## src/rtl/irq_latch16_pkg.sv

```systemverilog
// Shared types and helpers for the 16-line interrupt latch.
// Latency: none (declarations only).
// Backpressure: not applicable.
package irq_latch16_pkg;

    localparam int N_REQ = 16;
    localparam int IDX_W = 4;

    typedef enum logic {
        ST_IDLE    = 1'b0,
        ST_PRESENT = 1'b1
    } state_t;

    // Index of the highest set bit; 0 when nothing is set.
    // Ascending scan so the last (highest) match wins.
    function automatic logic [IDX_W-1:0] hi_bit(input logic [N_REQ-1:0] v);
        logic [IDX_W-1:0] r;
        r = '0;
        for (int i = 0; i < N_REQ; i++) begin
            if (v[i]) begin
                r = i[IDX_W-1:0];
            end
        end
        return r;
    endfunction

endpackage

```

## src/rtl/irq_latch16_sync_edge.sv

```systemverilog
// Multi-bit synchronizer followed by a rising-edge detector.
// Latency: rise is valid SYNC_STAGES-1 edges after the first edge sampling din high.
// Backpressure: none; rise is a single-cycle pulse per detected edge.
module sync_edge #(
    parameter int W           = 16,
    parameter int SYNC_STAGES = 2
) (
    input  logic         clk,
    input  logic         rst_n,
    input  logic [W-1:0] din,
    output logic [W-1:0] rise
);

    logic [W-1:0] sync_q [SYNC_STAGES];
    logic [W-1:0] dly_q;

    // Synchronizer chain plus one-cycle-delayed copy of the last stage.
    // Resetting dly_q to 0 makes a line held high across reset look like an edge.
    always_ff @(posedge clk or negedge rst_n) begin
        if (!rst_n) begin
            for (int i = 0; i < SYNC_STAGES; i++) begin
                sync_q[i] <= '0;
            end
            dly_q <= '0;
        end else begin
            sync_q[0] <= din;
            for (int i = 1; i < SYNC_STAGES; i++) begin
                sync_q[i] <= sync_q[i-1];
            end
            dly_q <= sync_q[SYNC_STAGES-1];
        end
    end

    assign rise = sync_q[SYNC_STAGES-1] & ~dly_q;

endmodule

```

## src/rtl/irq_latch16.sv

```systemverilog
// Latches 16 async request edges and presents them one at a time, highest index first.
// Latency: vld rises SYNC_STAGES+1 edges after req is first sampled high (from idle).
// Backpressure: idx/vld hold until ack; optional mask port under IRQ_LATCH16_MASK_EN.
module irq_latch16
    import irq_latch16_pkg::*;
#(
    parameter int SYNC_STAGES = 2
) (
    input  logic             clk,
    input  logic             rst_n,
    input  logic [N_REQ-1:0] req,
    input  logic             ack,
`ifdef IRQ_LATCH16_MASK_EN
    input  logic [N_REQ-1:0] mask,
`endif
    output logic             vld,
    output logic [IDX_W-1:0] idx,
    output logic [N_REQ-1:0] pend,
    output logic             ovf
);

    state_t           state_q, state_d;
    logic [IDX_W-1:0] idx_q, idx_d;
    logic [N_REQ-1:0] pend_q, pend_d;
    logic [N_REQ-1:0] rise;
    logic [N_REQ-1:0] clr;
    logic [N_REQ-1:0] elig;
    logic             ovf_q, ovf_d;

    sync_edge #(
        .W           (N_REQ),
        .SYNC_STAGES (SYNC_STAGES)
    ) u_sync_edge (
        .clk   (clk),
        .rst_n (rst_n),
        .din   (req),
        .rise  (rise)
    );

    // Masked bits still latch; they are only hidden from selection in IDLE.
`ifdef IRQ_LATCH16_MASK_EN
    assign elig = pend_q & ~mask;
`else
    assign elig = pend_q;
`endif

    // Grant FSM: pick highest eligible bit in IDLE, hold it in PRESENT until ack.
    always_comb begin
        state_d = state_q;
        idx_d   = idx_q;
        clr     = '0;
        case (state_q)
            ST_IDLE: begin
                idx_d = '0;
                if (|elig) begin
                    state_d = ST_PRESENT;
                    idx_d   = hi_bit(elig);
                end
            end
            ST_PRESENT: begin
                if (ack) begin
                    clr     = N_REQ'(1) << idx_q;
                    state_d = ST_IDLE;
                    idx_d   = '0;
                end
            end
            default: begin
                state_d = ST_IDLE;
                idx_d   = '0;
            end
        endcase
    end

    // Pending bits: a fresh edge wins over a same-cycle clear; an edge on an
    // already-pending bit that is not being cleared is an overflow.
    always_comb begin
        pend_d = (pend_q & ~clr) | rise;
        ovf_d  = ovf_q | (|(rise & pend_q & ~clr));
    end

    // State, presented index, pending bits and sticky overflow.
    always_ff @(posedge clk or negedge rst_n) begin
        if (!rst_n) begin
            state_q <= ST_IDLE;
            idx_q   <= '0;
            pend_q  <= '0;
            ovf_q   <= 1'b0;
        end else begin
            state_q <= state_d;
            idx_q   <= idx_d;
            pend_q  <= pend_d;
            ovf_q   <= ovf_d;
        end
    end

    assign vld  = (state_q == ST_PRESENT);
    assign idx  = idx_q;
    assign pend = pend_q;
    assign ovf  = ovf_q;

endmodule

```

## config.mk

```make
export PLATFORM = sky130hd
export DESIGN_NAME = irq_latch16
export DESIGN_NICKNAME = d
export VERILOG_FILES = /design/src/rtl/irq_latch16_pkg.sv /design/src/rtl/irq_latch16_sync_edge.sv /design/src/rtl/irq_latch16.sv
export SDC_FILE = /design/constraint.sdc
export NUM_CORES = 1
export LEC_CHECK = 0
export ABC_AREA = 1
export CORE_MARGIN = 2
export CORE_UTILIZATION = 54
export CTS_BUF_LIST = sky130_fd_sc_hd__clkbuf_8
export CTS_CLUSTER_SIZE = 10
export DETAILED_ROUTE_END_ITERATION = 10
export PLACE_DENSITY = 0.81
export SLEW_MARGIN = 20
export SYNTH_ARGS = -nofsm -noshare
export SYNTH_HDL_FRONTEND = slang
export SYNTH_SLANG_ARGS = --single-unit
```

## constraint.sdc

```tcl
create_clock -name clk -period 1.7 [get_ports clk]
set_input_delay 0.51 -clock clk [delete_from_list [all_inputs] [get_ports clk]]
set_output_delay 0.51 -clock clk [all_outputs]
set_load 0.05 [all_outputs]
```

==> summary.txt <==
Status
  • Status: finished, final reports clean

Floorplanning
  • Chip height: 71.46 um
  • Core area: 0.004384 mm^2
  • Std-Cell Rows: 24
  • DIE AREA: 0.005107 mm^2
  • I/O Pins: 41
  • Die width: 71.46 um
  • Starting Density: 0.5605

STA
  • Final period utilization: 0.9344
  • RSZ-0062 raised after global routing: no
  • Final hold slack: 0.1746 ns
  • Slew headroom: 0.7322
  • Max-slew violations: 0
  • F_max: 629.6 MHz
  • Final Setup Violations: 0
  • Slew @ Worst Pin: 0.4004 ns
  • Min Tclk post-route: 1.588 ns
  • Final Hold Violating Endpoints: 0
  • Final clock skew: 0.007418 ns

Synthesis
  • Largest family of logic cells by synthesized area: simple AND/OR/NAND/NOR gates
  • Yosys top cell area share: 0.7128
  • Syn Std Cell Area: 0.002457 mm^2
  • Post-Synth Simple-Gate Area: 0.1568
  • Register area share after synthesis: 0.7128
  • Synth Instances: 228
  • Most frequent cell after synthesis: dfrtp_1
  • Post-Synth XOR/XNOR Area: 0
  • FFs w/ async S/R, synth: 1.000
  • Synth cell count leaders: dfrtp_1 (70), nand2_1 (56), inv_1 (38)
  • Multiplexer share of the synthesized area: 0
  • Syn avg cell area: 10.78 um^2
  • Post-synth EDFFs: 0
  • Distinct cell type count after synthesis: 20
  • Ys Warns: 0
  • Post-synthesis compound-gate area fraction: 0.06466
  • #FFs+latches synth: 70
  • Synth area leader: dfrtp_1
  • Top_reg_cell synth: dfrtp_1
  • Syn_nets: 247
  • Top area cells in the synthesized netlist: dfrtp_1 (71%), nand2_1 (8.6%), inv_1 (5.8%)
  • Synth Area in Adders: 0

Power
  • Peak supply drop: 0.0008570 V
  • PwrDens: 1588 mW/mm^2
  • Register share of total power: 0.405
  • Static Leak: 0.001697 uW
  • NetSw: 2055 uW
  • Internal cell power: 3400 uW
  • Switching share of power: 0.3767
  • Comb pwr share: 0.383
  • PnR Total Power: 5455 uW
  • Clk pwr share: 0.212

Clocking
  • TritonCTS clock tree: yes
  • Worst-Skew Late Latency: 0.34 ns
  • CTS Buf Count: 9
  • Clk root buf: clkbuf_8
  • Num Clock Sinks: 70
  • Worst-path clk slew: 0.07 ns
  • CTS Buffer Depth: 2
  • H-tree Lvls: 3

Critical path
  • Setup CP Type: flop to flop
  • Max Fanout on Critical Path: 6
  • Crit end category: flop
  • WP data arrival: 1.80 ns
  • Worst Path Required: 1.92 ns
  • CP Cell Sequence: nor3_2 > nand2_1 > nand4_1 > o221ai_1 > nor4_2 > nand3_1
  • Worst path max stage delay: 0.48 ns
  • CP Launch Type: flop
  • Reg2Reg Depth: 6
  • R2r setup slk: 0.11 ns
  • Slowest CP cell: dfrtp_2

Placed design
  • PortBufs: 40
  • Gpl congestion: 0.9104
  • Final HPWL DP: 3.555 mm

Route
  • Residual DRC: 0
  • Initial detailed-routing violation count: 126
  • Pre-antenna DRT Iters: 5
  • Vias per inst: 5.168
  • WL/cell: 14.18 um
  • Routed vias: 1,783
  • DRT antenna net count: 0
  • Routed WL: 4.892 mm

Global routing
  • Total track usage: 0.2159
  • Vias in the first global route: 1,675
  • Pin count of the biggest net entering global routing: 71
  • First-pass GRT wire length: 8.059 mm
  • Total congestion overflow: 0
  • Initial antenna violation count: 0

Finish
  • Layout cells sized above 1: 0.2150
  • FF+latch area: 0.001755 mm^2
  • Final nets: 307
  • Ant diodes: 0
  • Footprint of the multi-input gates: 581.8 um^2
  • Layout area overhead: 39.77%
  • Fillers: 269

Min path
  • Hold Crit Class: input pin to async pin

Job
  • Max-Cap Viols: 0
==> final timing paths <==
check / start / endpoint
max: idx[2] / ovf
min: rst_n / u_sync_edge.sync_q[2]
max reg2reg: idx[2] / ovf
min reg2reg: u_sync_edge.sync_q[17] / u_sync_edge.sync_q[1]
max in group asynchronous: rst_n / pend[15]
min in group clk: u_sync_edge.sync_q[17] / u_sync_edge.sync_q[1]
==> layer usage <==
metal	global-route usage	wire length, um
met5	0	0
met4	0.1216	148
met3	0.06892	276
met2	0.3374	2471
met1	0.2680	1995
==> power groups by stage <==
stage | sequential, uW | combinational, uW | clock (uW)
2_1_floorplan | 2640 | 500 | 0
3_3_place_gp | 2210 | 1960 | 0
3_5_place_dp | 2210 | 2000 | 0
4_1_cts | 2180 | 2010 | 1180
5_1_grt | 2240 | 2210 | 1260
6_report | 2210 | 2090 | 1160
==> registers in the layout (all words and copies together), names as in the netlist <==
signal / count
idx: 4
ovf: 1
pend: 16
u_sync_edge.dly_q: 16
u_sync_edge.sync_q: 32
vld: 1
==> worst max-delay path, delay by kind of cell, from the launching register on <==
| family | cells | cell delay [ns] |
|---|---|---|
| AO/OA/AOI/OAI | 1 | 0.14 |
| AND/OR/NAND/NOR | 5 | 0.84 |
| flip-flops | 1 | 0.48 |
==> cells by family (layout without fill, tap and decap cells) <==
logic type             count (synthesis)  after routing
DFF                                   70             70
AOI/OAI and AO/OA                     26             26
buffers and inverters                 41            106
and+or+nand+nor                       91             91
==> stage by stage <==
stage / setup WS [ns] / TNS, ns / instance area (um^2) / cells / utilization
floorplan: 0.02855 / 0 / 2457 / 228 / -
global placement: -0.4438 / -0.9543 / 3192 / 326 / 0.7280
detailed placement: -0.4917 / -1.121 / 3192 / 326 / 0.7280
CTS: 0.01055 / 0 / 3382 / 343 / 0.7714
global route: 0.0003566 / 0 / 3435 / 345 / 0.7834
finish: 0.1116 / 0 / 3435 / 345 / 0.7834
==> timing repair <==
| item | CTS | global route |
|---|---|---|
| resized for setup | 2 | 13 |
| hold buffers | 0 | 0 |
| setup buffers | 1 | 2 |
| setup endpoints to repair | 1 | 1 |
| pin swaps | 0 | 3 |
==> layout by cell type, fill, tap and decap left out, drive strengths merged <==
| cell type | n |
|---|---|
| a21o | 5 |
| a21oi | 5 |
| a22o | 1 |
| a31oi | 1 |
| buf | 33 |
| clkbuf | 10 |
| clkdlybuf4s50 | 16 |
| clkinv | 4 |
| clkinvlp | 1 |
| dfrtp | 70 |
| dlymetal6s2s | 1 |
| inv | 41 |
| nand2 | 56 |
| nand3 | 13 |
| nand4 | 1 |
| nor2 | 8 |
| nor3 | 10 |
| nor4 | 3 |
| o211ai | 1 |
| o21ai | 10 |
| o221ai | 1 |
| o22ai | 1 |
| o32ai | 1 |
==> area by class of cell <==
| type | instances | share of cell area |
|---|---|---|
| clock buffer | 10 | 0.04007 |
| clock inverter | 6 | 0.01129 |
| inverter | 40 | 0.04372 |
| multi-input combinational | 117 | 0.1694 |
| sequential | 70 | 0.5111 |
| tap | 52 | 0.01894 |
| timing repair buffer | 50 | 0.2055 |
Note: power is estimated with default switching activity, not from simulation.
